File: config.mk
export PLATFORM = sky130hd
export DESIGN_NAME = regfile_param
export DESIGN_NICKNAME = d
export VERILOG_FILES = /design/src/rtl/regfile_param.sv
export SDC_FILE = /design/constraint.sdc
export NUM_CORES = 1
export LEC_CHECK = 0
export CORE_ASPECT_RATIO = 1.1
export CORE_MARGIN = 10
export CORE_UTILIZATION = 58
export CTS_CLUSTER_SIZE = 14
export DETAILED_ROUTE_END_ITERATION = 7
export PLACE_DENSITY = 0.83
export SLEW_MARGIN = 20
export SYNTH_ARGS = -nofsm -noshare
export SYNTH_HDL_FRONTEND = slang
export SYNTH_SLANG_ARGS = --single-unit
File: constraint.sdc
create_clock -name clk -period 3.3 [get_ports clk]
set_input_delay 0.66 -clock clk [delete_from_list [all_inputs] [get_ports clk]]
set_output_delay 0.66 -clock clk [all_outputs]
set_load 0.05 [all_outputs]
File: src/rtl/regfile_param.sv
// Parametrised operand register file: 2^ADDR_W x DATA_W storage, one write port,
// two independent read ports, optional hardwired-zero register 0, optional
// write-to-read bypass, selectable read latency and a sequenced bulk-clear engine.
module regfile_param #(
  parameter int unsigned DATA_W       = 8,
  parameter int unsigned ADDR_W       = 3,
  parameter bit          ZERO_REG     = 1'b1,
  parameter bit          BYPASS       = 1'b1,
  parameter int unsigned READ_LATENCY = 0
) (
  input  logic              clk,
  input  logic              rst,
  input  logic              write_enable,
  input  logic [ADDR_W-1:0] write_addr,
  input  logic [DATA_W-1:0] write_data,
  input  logic [ADDR_W-1:0] reg_addr_1,
  input  logic [ADDR_W-1:0] reg_addr_2,
  output logic [DATA_W-1:0] reg_data_1,
  output logic [DATA_W-1:0] reg_data_2,
  input  logic              clear_req,
  output logic              clear_busy,
  output logic              write_dropped
);

  localparam int unsigned DEPTH = 1 << ADDR_W;

  typedef enum logic [0:0] {
    StIdle,
    StClear
  } state_e;

  state_e            state_q, state_d;
  logic [ADDR_W-1:0] ptr_q, ptr_d;
  logic [DATA_W-1:0] mem_q [DEPTH];
  logic [DATA_W-1:0] mem_d [DEPTH];
  logic              write_dropped_q, write_dropped_d;

  logic              in_idle;
  logic              write_hit;
  logic              write_accept;
  logic [DATA_W-1:0] rd_v1, rd_v2;

  // A write is only honoured while the clear engine is idle.
  assign in_idle   = (state_q == StIdle);
  assign write_hit = write_enable && in_idle;
  // Writes to a hardwired-zero register 0 vanish silently (no dropped pulse).
  assign write_accept = write_hit && !(ZERO_REG && (write_addr == '0));

  // Clear sequencer: IDLE -> CLEAR on request, walk the pointer over every entry.
  always_comb begin
    state_d = state_q;
    ptr_d   = ptr_q;
    case (state_q)
      StIdle: begin
        if (clear_req) begin
          state_d = StClear;
          ptr_d   = '0;
        end
      end
      StClear: begin
        // clear_req is ignored here; the sweep never restarts mid-way.
        ptr_d = ptr_q + 1'b1;
        if (&ptr_q) begin
          state_d = StIdle;
        end
      end
      default: begin
        state_d = StIdle;
        ptr_d   = '0;
      end
    endcase
  end

  // Storage next-state: accepted write and clear sweep never coincide.
  always_comb begin
    mem_d = mem_q;
    if (write_accept) begin
      mem_d[write_addr] = write_data;
    end
    if (state_q == StClear) begin
      mem_d[ptr_q] = '0;
    end
  end

  // A write attempted during the sweep is flagged on the following cycle.
  always_comb begin
    write_dropped_d = write_enable && (state_q == StClear);
  end

  // State, pointer, storage and dropped flag; async reset aborts any sweep.
  always_ff @(posedge clk or posedge rst) begin
    if (rst) begin
      state_q         <= StIdle;
      ptr_q           <= '0;
      write_dropped_q <= 1'b0;
      for (int i = 0; i < DEPTH; i++) begin
        mem_q[i] <= '0;
      end
    end else begin
      state_q         <= state_d;
      ptr_q           <= ptr_d;
      write_dropped_q <= write_dropped_d;
      mem_q           <= mem_d;
    end
  end

  assign clear_busy    = (state_q == StClear);
  assign write_dropped = write_dropped_q;

  // Read value per port: zero register wins, then bypass, then storage.
  always_comb begin
    rd_v1 = mem_q[reg_addr_1];
    if (BYPASS && write_hit && (reg_addr_1 == write_addr)) begin
      rd_v1 = write_data;
    end
    if (ZERO_REG && (reg_addr_1 == '0)) begin
      rd_v1 = '0;
    end

    rd_v2 = mem_q[reg_addr_2];
    if (BYPASS && write_hit && (reg_addr_2 == write_addr)) begin
      rd_v2 = write_data;
    end
    if (ZERO_REG && (reg_addr_2 == '0)) begin
      rd_v2 = '0;
    end
  end

  if (READ_LATENCY == 0) begin : g_comb_rd
    assign reg_data_1 = rd_v1;
    assign reg_data_2 = rd_v2;
  end else begin : g_reg_rd
    logic [DATA_W-1:0] rd1_q, rd2_q;

    // Registered read ports: one cycle of latency after the sampling edge.
    always_ff @(posedge clk or posedge rst) begin
      if (rst) begin
        rd1_q <= '0;
        rd2_q <= '0;
      end else begin
        rd1_q <= rd_v1;
        rd2_q <= rd_v2;
      end
    end

    assign reg_data_1 = rd1_q;
    assign reg_data_2 = rd2_q;
  end

endmodule

==> results.md, run 1 <==
- CP Data Arrival Time: 2.63 ns
- Fmax: 0.304 GHz
- P_int: 1900 uW
- Core ar.: 0.00693 mm2
- DRC: 0
- Routed WL: roughly 12 mm
- VDD IR max: 0.551 mV
- H-tree levels: 3
- Post-synth net total: 385
- RD Place Congestion: 0.863
- CP max FO: 16
- Setup ws final: about 0.013 ns
- Clk_skew: 0.0117 ns
- Clock Tree Root: clkbuf_8
- Total global routing overflow: 0
- RSZ-0062 raised after global routing: no
- Total Power: 3140 uW
- Mapped Area: 0.00409 mm2
- Vias: 3322
- Post-synthesis sequential area ratio: 42.3%
- # Post-CTS Setup Buffers: 0
- Site row count: 32
- Final worst-path cycle share: around 100%
- Nets: between 400 and 500
- Hold WS: 0.529 ns
- Crit path capture type: primary output
- Headroom to the max-slew limit: about two fifths
- CP Class: primary input to primary output
- Pre-Repair DR Iteration Count: 5
- HP Class: register to register
- GRT Total Usage: 21.5%
- Register bit count reported by yosys: 69
- Worst-Skew Late Latency: 0.35 ns
- I/O Pins: 39
- Routed len/inst: 23.4 um
- Port-buffer cells: 38
- Reg power frac: between 30 and 40%
- CTS Sinks: ~70
- Chip Height: 108 um
- Clock buffer count from CTS: 9
- Number of global-route vias before repair: 3401
- Detail-routed via count per cell: 6.74
- CP Launch Type: primary input
- Setup WS pre-CTS: 0.0244 ns
- Initial core utilization: about three fifths
- First-pass GRT wire length: 18.0 mm
- Antenna diodes: 0
- Setup TNS: 0 ns
- Max_cap viols: 0
- Die width: 100 um
- Clock share of power: 19.5%
- Net switching power: 1240 uW
- Drt initial violations: 364
- Initial antenna violation count: 0
- Layout area overhead: 22.8%
- Combinational Power Share: 41.6%
- Least-Margin Pin Slew: 0.896 ns
- Detailed Place HPWL: 7.90 mm
- Cells after synthesis: between 300 and 400
- Share of layout cells above drive strength 1: 23.5%
- Synth warn: 0
- TritonCTS clock tree: yes
- Pins over their slew limit: 0
- Largest net degree at the start of global routing: 37
- Syn_area_per_cell: 11.3 um2
- LEAKAGE: 0.00233 uW
- PwrDens: 626 mW/mm2
- Outcome: finished clean
- Yosys cell types: 26
- Setup violators final: 0
- Total die area: around 0.011 mm2
- CP required: 2.64 ns
- Post-DRT Antenna Nets: 0
- Post-layout util: about 72%
- Sw frac: ~39%
- Clock Tree Buf Depth: 2
- Clk slew on worst S/H paths: 0.07 ns
- Min cycle time layout: around 3.3 ns
- Final hold viol count: 0
-- metal layers --
| metal | vias up | part of all wire [%] | wire length [um] | GRT usage, % |
|---|---|---|---|---|
| met5 | - | 0 | 0 | 0 |
| met4 | 0 | 5.0 | 574 | 11.5 |
| met3 | 49 | 10 | 1180 | 6.57 |
| met2 | 223 | 48 | 5510 | 34.7 |
| met1 | 1647 | 37 | 4280 | 25.4 |
| li1 | 1403 | - | - | - |
-- metrics by stage --
step	instance area, um2	cells
2_1_floorplan	4100	362
3_3_place_gp	4830	478
3_5_place_dp	4830	478
4_1_cts	5000	493
5_1_grt	5010	493
6_report	5010	493
-- what timing repair did --
action | in CTS | in global routing
endpoints found under the setup margin | 0 | 9
resized for setup | 0 | 3
hold buffers | 0 | 0
-- worst max-delay path, cell delays in order --
cell	delay, ns
clkdlybuf4s50_1	0.61
xnor2_1	0.34
nand4_2	0.17
buf_12	0.19
a211oi_1	0.33
buf_4	0.19
buf_12	0.13
-- power by group through the flow --
stage          clock, uW  combinational, uW  sequential (uW)
5_1_grt              653               1380             1240
4_1_cts              611               1290             1210
6_report             614               1310             1220
3_3_place_gp           0               1240             1210
3_5_place_dp           0               1280             1230
2_1_floorplan          0                782             1190
-- synthesized netlist by cell type (all sizes together) --
master / n / share of area, %
nand4: 2 / 0.61
nand2: 23 / 2.2
dfrtp: 69 / 42
inv: 1 / 0.092
nand3: 1 / 0.25
or4: 1 / 0.18
mux4: 32 / 18
nor3: 5 / 0.89
o21ai: 18 / 2.2
nand3b: 1 / 0.49
a21oi: 17 / 2.1
a211oi: 16 / 2.9
nor4b: 1 / 0.37
buf: 19 / 2.6
nor2: 65 / 6.0
and2: 1 / 0.15
clkbuf: 9 / 0.83
ha: 2 / 0.61
xnor2: 6 / 1.3
mux2i: 56 / 14
nor2b: 9 / 1.4
or3: 2 / 0.31
nand2b: 6 / 0.92
-- cell usage in the layout (no fill, tap or decap), types with 2 or more instances in the layout --
| cell | netlist | final |
|---|---|---|
| a211oi_1 | 16 | 13 |
| a211oi_2 | 0 | 3 |
| a21oi_1 | 17 | 17 |
| buf_12 | 0 | 22 |
| buf_4 | 5 | 15 |
| clkbuf_8 | 0 | 10 |
| clkdlybuf4s50_1 | 0 | 22 |
| clkinv_2 | 0 | 2 |
| clkinvlp_4 | 0 | 2 |
| dfrtp_1 | 69 | 69 |
| ha_1 | 2 | 2 |
| mux2i_1 | 56 | 56 |
| mux4_2 | 32 | 32 |
| nand2_1 | 22 | 22 |
| nand2b_1 | 6 | 6 |
| nand4_2 | 2 | 2 |
| nor2_1 | 65 | 65 |
| nor2b_1 | 9 | 9 |
| nor3_1 | 4 | 2 |
| nor3_2 | 0 | 2 |
| o21ai_0 | 18 | 18 |
| or3_1 | 2 | 2 |
| xnor2_1 | 6 | 6 |
-- cells by family (layout without fill, tap and decap cells) --
family                     Yosys count  after routing  share of synthesized area [%]
and+or+nand+nor                    117            117                           13.7
DFF                                 69             69                           42.3
muxes                               88             88                           31.4
buffers and inverters               29             75                           3.55
xor gates and xnor gates             6              6                           1.29
adders and majority gates            2              2                          0.612
AOI/OAI and AO/OA                   51             51                           7.23
-- final cells by class --
type | instances | area, um2
Multi-Input combinational cell | 264 | 2240
Sequential cell | 69 | 1730
Clock inverter | 4 | 25.0
Fill cell | 473 | 1910
Inverter | 1 | 3.75
Timing Repair Buffer | 59 | 773
Clock buffer | 11 | 141
Tap cell | 85 | 106
-- path summary, 6_finish.rpt --
path / to / slack (ns) / start / depth (start not counted)
worst min register to register: mem_q[62] / 0.53 / mem_q[62] / 1
worst min-delay path: mem_q[62] / 0.53 / mem_q[62] / 1
worst max register to register: mem_q[2] / 0.99 / clear_busy / 5
min in group asynchronous: mem_q[41] / 0.76 / rst / 2
max in group asynchronous: mem_q[23] / 1.89 / rst / 3
worst max-delay path: reg_data_1[1] / 0.01 / write_addr[0] / 7
-- flip-flops by register name, indices dropped and copies added (netlist names) --
register / cells
clear_busy: 1
mem_q: 64
write_dropped: 1
ptr_q: 3
Power figures use the tool's default switching activity.
==> run 2: changes to the inputs <==
CTS_BUF_LIST = sky130_fd_sc_hd__clkbuf_4   (was unset)
==> results.md, run 2 (synthesized netlist as in run 1, its figures left out) <==
- LEAKAGE: 0.00230 uW
- Hold path endpoint: mem_q[62]
- Port-buffer cells: 38
- Site row count: 32
- First-pass GRT wire length: between 15 and 20 mm
- Clk slew on worst S/H paths: 0.12 ns
- RSZ-0062 raised after global routing: no
- Clk_skew: 0.0218 ns
- Die width: ~100 um
- Biggest register: mem_q
- Detail-routed via count per cell: roughly 6.7
- Commonest non-fill, non-tap cell in the layout: dfrtp_1
- Most frequent cells in the layout: dfrtp_1, nor2_1, mux2i_1, mux4_2
- Reg2Reg Launch Point: clear_busy
- Clock buffer count from CTS: 9
- Fillers: 480
- # Post-CTS Setup Buffers: 0
- Setup TNS: 0 ns
- Nets: roughly 430
- Initial core utilization: 59.0%
- CP Class: primary input to primary output
- Max FFs per register: 64
- Reg2reg setup slack: 1.08 ns
- Hold Path Stages: 1
- Hold-fix buffers at CTS: 0
- Worst-Skew Late Latency: 0.42 ns
- Antenna diodes: 0
- Routed WL: 11.3 mm
- GRT Total Usage: 21.2%
- Layout area overhead: 21.2%
- Clock Tree Buf Depth: 2
- Min cycle time layout: 3.25 ns
- CP Launch Type: primary input
- HP Class: register to register
- Largest net degree at the start of global routing: 37
- TritonCTS clock tree: yes
- Number of global-route vias before repair: 3363
- I/O Pins: 39
- PwrDens: 602 mW/mm2
- Share of layout cells above drive strength 1: 23.5%
- Setup violators final: 0
- Reg2reg path depth: 5
- Vias: 3281
- Clock Tree Root: clkbuf_4
- Core ar.: 0.00693 mm2
- VDD IR max: 0.615 mV
- Final hold viol count: 0
- DRC: 0
- Detailed Place HPWL: 7.90 mm
- RD Place Congestion: 0.863
- CP required: 2.64 ns
- Pins over their slew limit: 0
- Reg2reg end: mem_q[16]
- Dpl cells: roughly 480
- Total global routing overflow: 0
- Headroom to the max-slew limit: between 30% and 40%
- Final worst-path cycle share: 98.6%
- Hold_sp: mem_q[62]
- Chip Height: 108 um
- CP Data Arrival Time: 2.59 ns
- CP max FO: 16
- Total die area: 0.0108 mm2
- Final cell count without fillers: between 400 and 500
- CTS Sinks: 69
- Max_cap viols: 0
- Initial antenna violation count: 0
- Post-DRT Antenna Nets: 0
- Largest registers: mem_q (64), ptr_q (3)
- Fmax: between 0.3 and 0.4 GHz
- Pre-Repair DR Iteration Count: 5
- Routed len/inst: 22.9 um
- Least-Margin Pin Slew: about 0.90 ns
- Outcome: finished clean
- Crit path capture type: primary output
- Drt initial violations: 360
- Hold WS: 0.540 ns
- H-tree levels: 3
## run 2: timing repair
action                                  4_1_cts  5_1_grt
gates resized for setup                       0        3
endpoints found under the setup margin        0        9
endpoints found under the hold margin         0        0
## run 2: how the worst max path moves through the flow
stage,from,endpoint,slack (ns),depth (start not counted)
6_report,write_addr[0],reg_data_1[1],0.05,7
4_1_cts,reg_addr_2[1],reg_data_2[7],0.03,5
3_5_place_dp,reg_addr_2[1],reg_data_2[7],0.02,5
2_1_floorplan,reg_addr_1[1],reg_data_1[0],0.02,5
3_3_place_gp,write_addr[0],reg_data_2[3],0.1,6
5_1_grt,write_addr[0],reg_data_1[1],0.01,7
## run 2: final cells by class
class | count | area, um2 | share of cell area, %
Clock inverter | 5 | 28.8 | 0.581
Multi-Input combinational cell | 264 | 2240 | 45.2
Tap cell | 85 | 106 | 2.15
Sequential cell | 69 | 1730 | 34.9
Inverter | 1 | 3.75 | 0.0758
Clock buffer | 10 | 75.1 | 1.52
Timing Repair Buffer | 59 | 773 | 15.6
## run 2: critical path: stages
cell and delay, ns:
clkdlybuf4s50_1 0.60, xnor2_1 0.33, nand4_2 0.16, buf_12 0.18, a211oi_1 0.33, buf_4 0.19, buf_12 0.13
## run 2: stage by stage
| step | worst slack [ns] | total power (uW) | area [um2] | util, % |
|---|---|---|---|---|
| 2_1_floorplan | 0.0159 | 1970 | 4100 | - |
| 3_3_place_gp | 0.0971 | 2450 | 4830 | 69.8 |
| 3_5_place_dp | 0.0244 | 2510 | 4830 | 69.8 |
| 4_1_cts | 0.0309 | 2960 | 4940 | 71.3 |
| 5_1_grt | 0.0143 | 3130 | 4950 | 71.5 |
| 6_report | 0.0474 | 2980 | 4950 | 71.5 |
## run 2: report_power, final
| part | internal (uW) | switching [uW] |
|---|---|---|
| registers | 1040 | 174 |
| logic | 574 | 726 |
| clock network | 154 | 312 |
## run 2: layer usage
layer | up-vias | global-route usage, % | wire length (um)
met2 | 187 | 34.0 | 5510
met5 | - | 0 | 0
li1 | 1398 | - | -
met4 | 0 | 11.0 | 474
met3 | 44 | 6.13 | 1010
met1 | 1652 | 25.6 | 4280
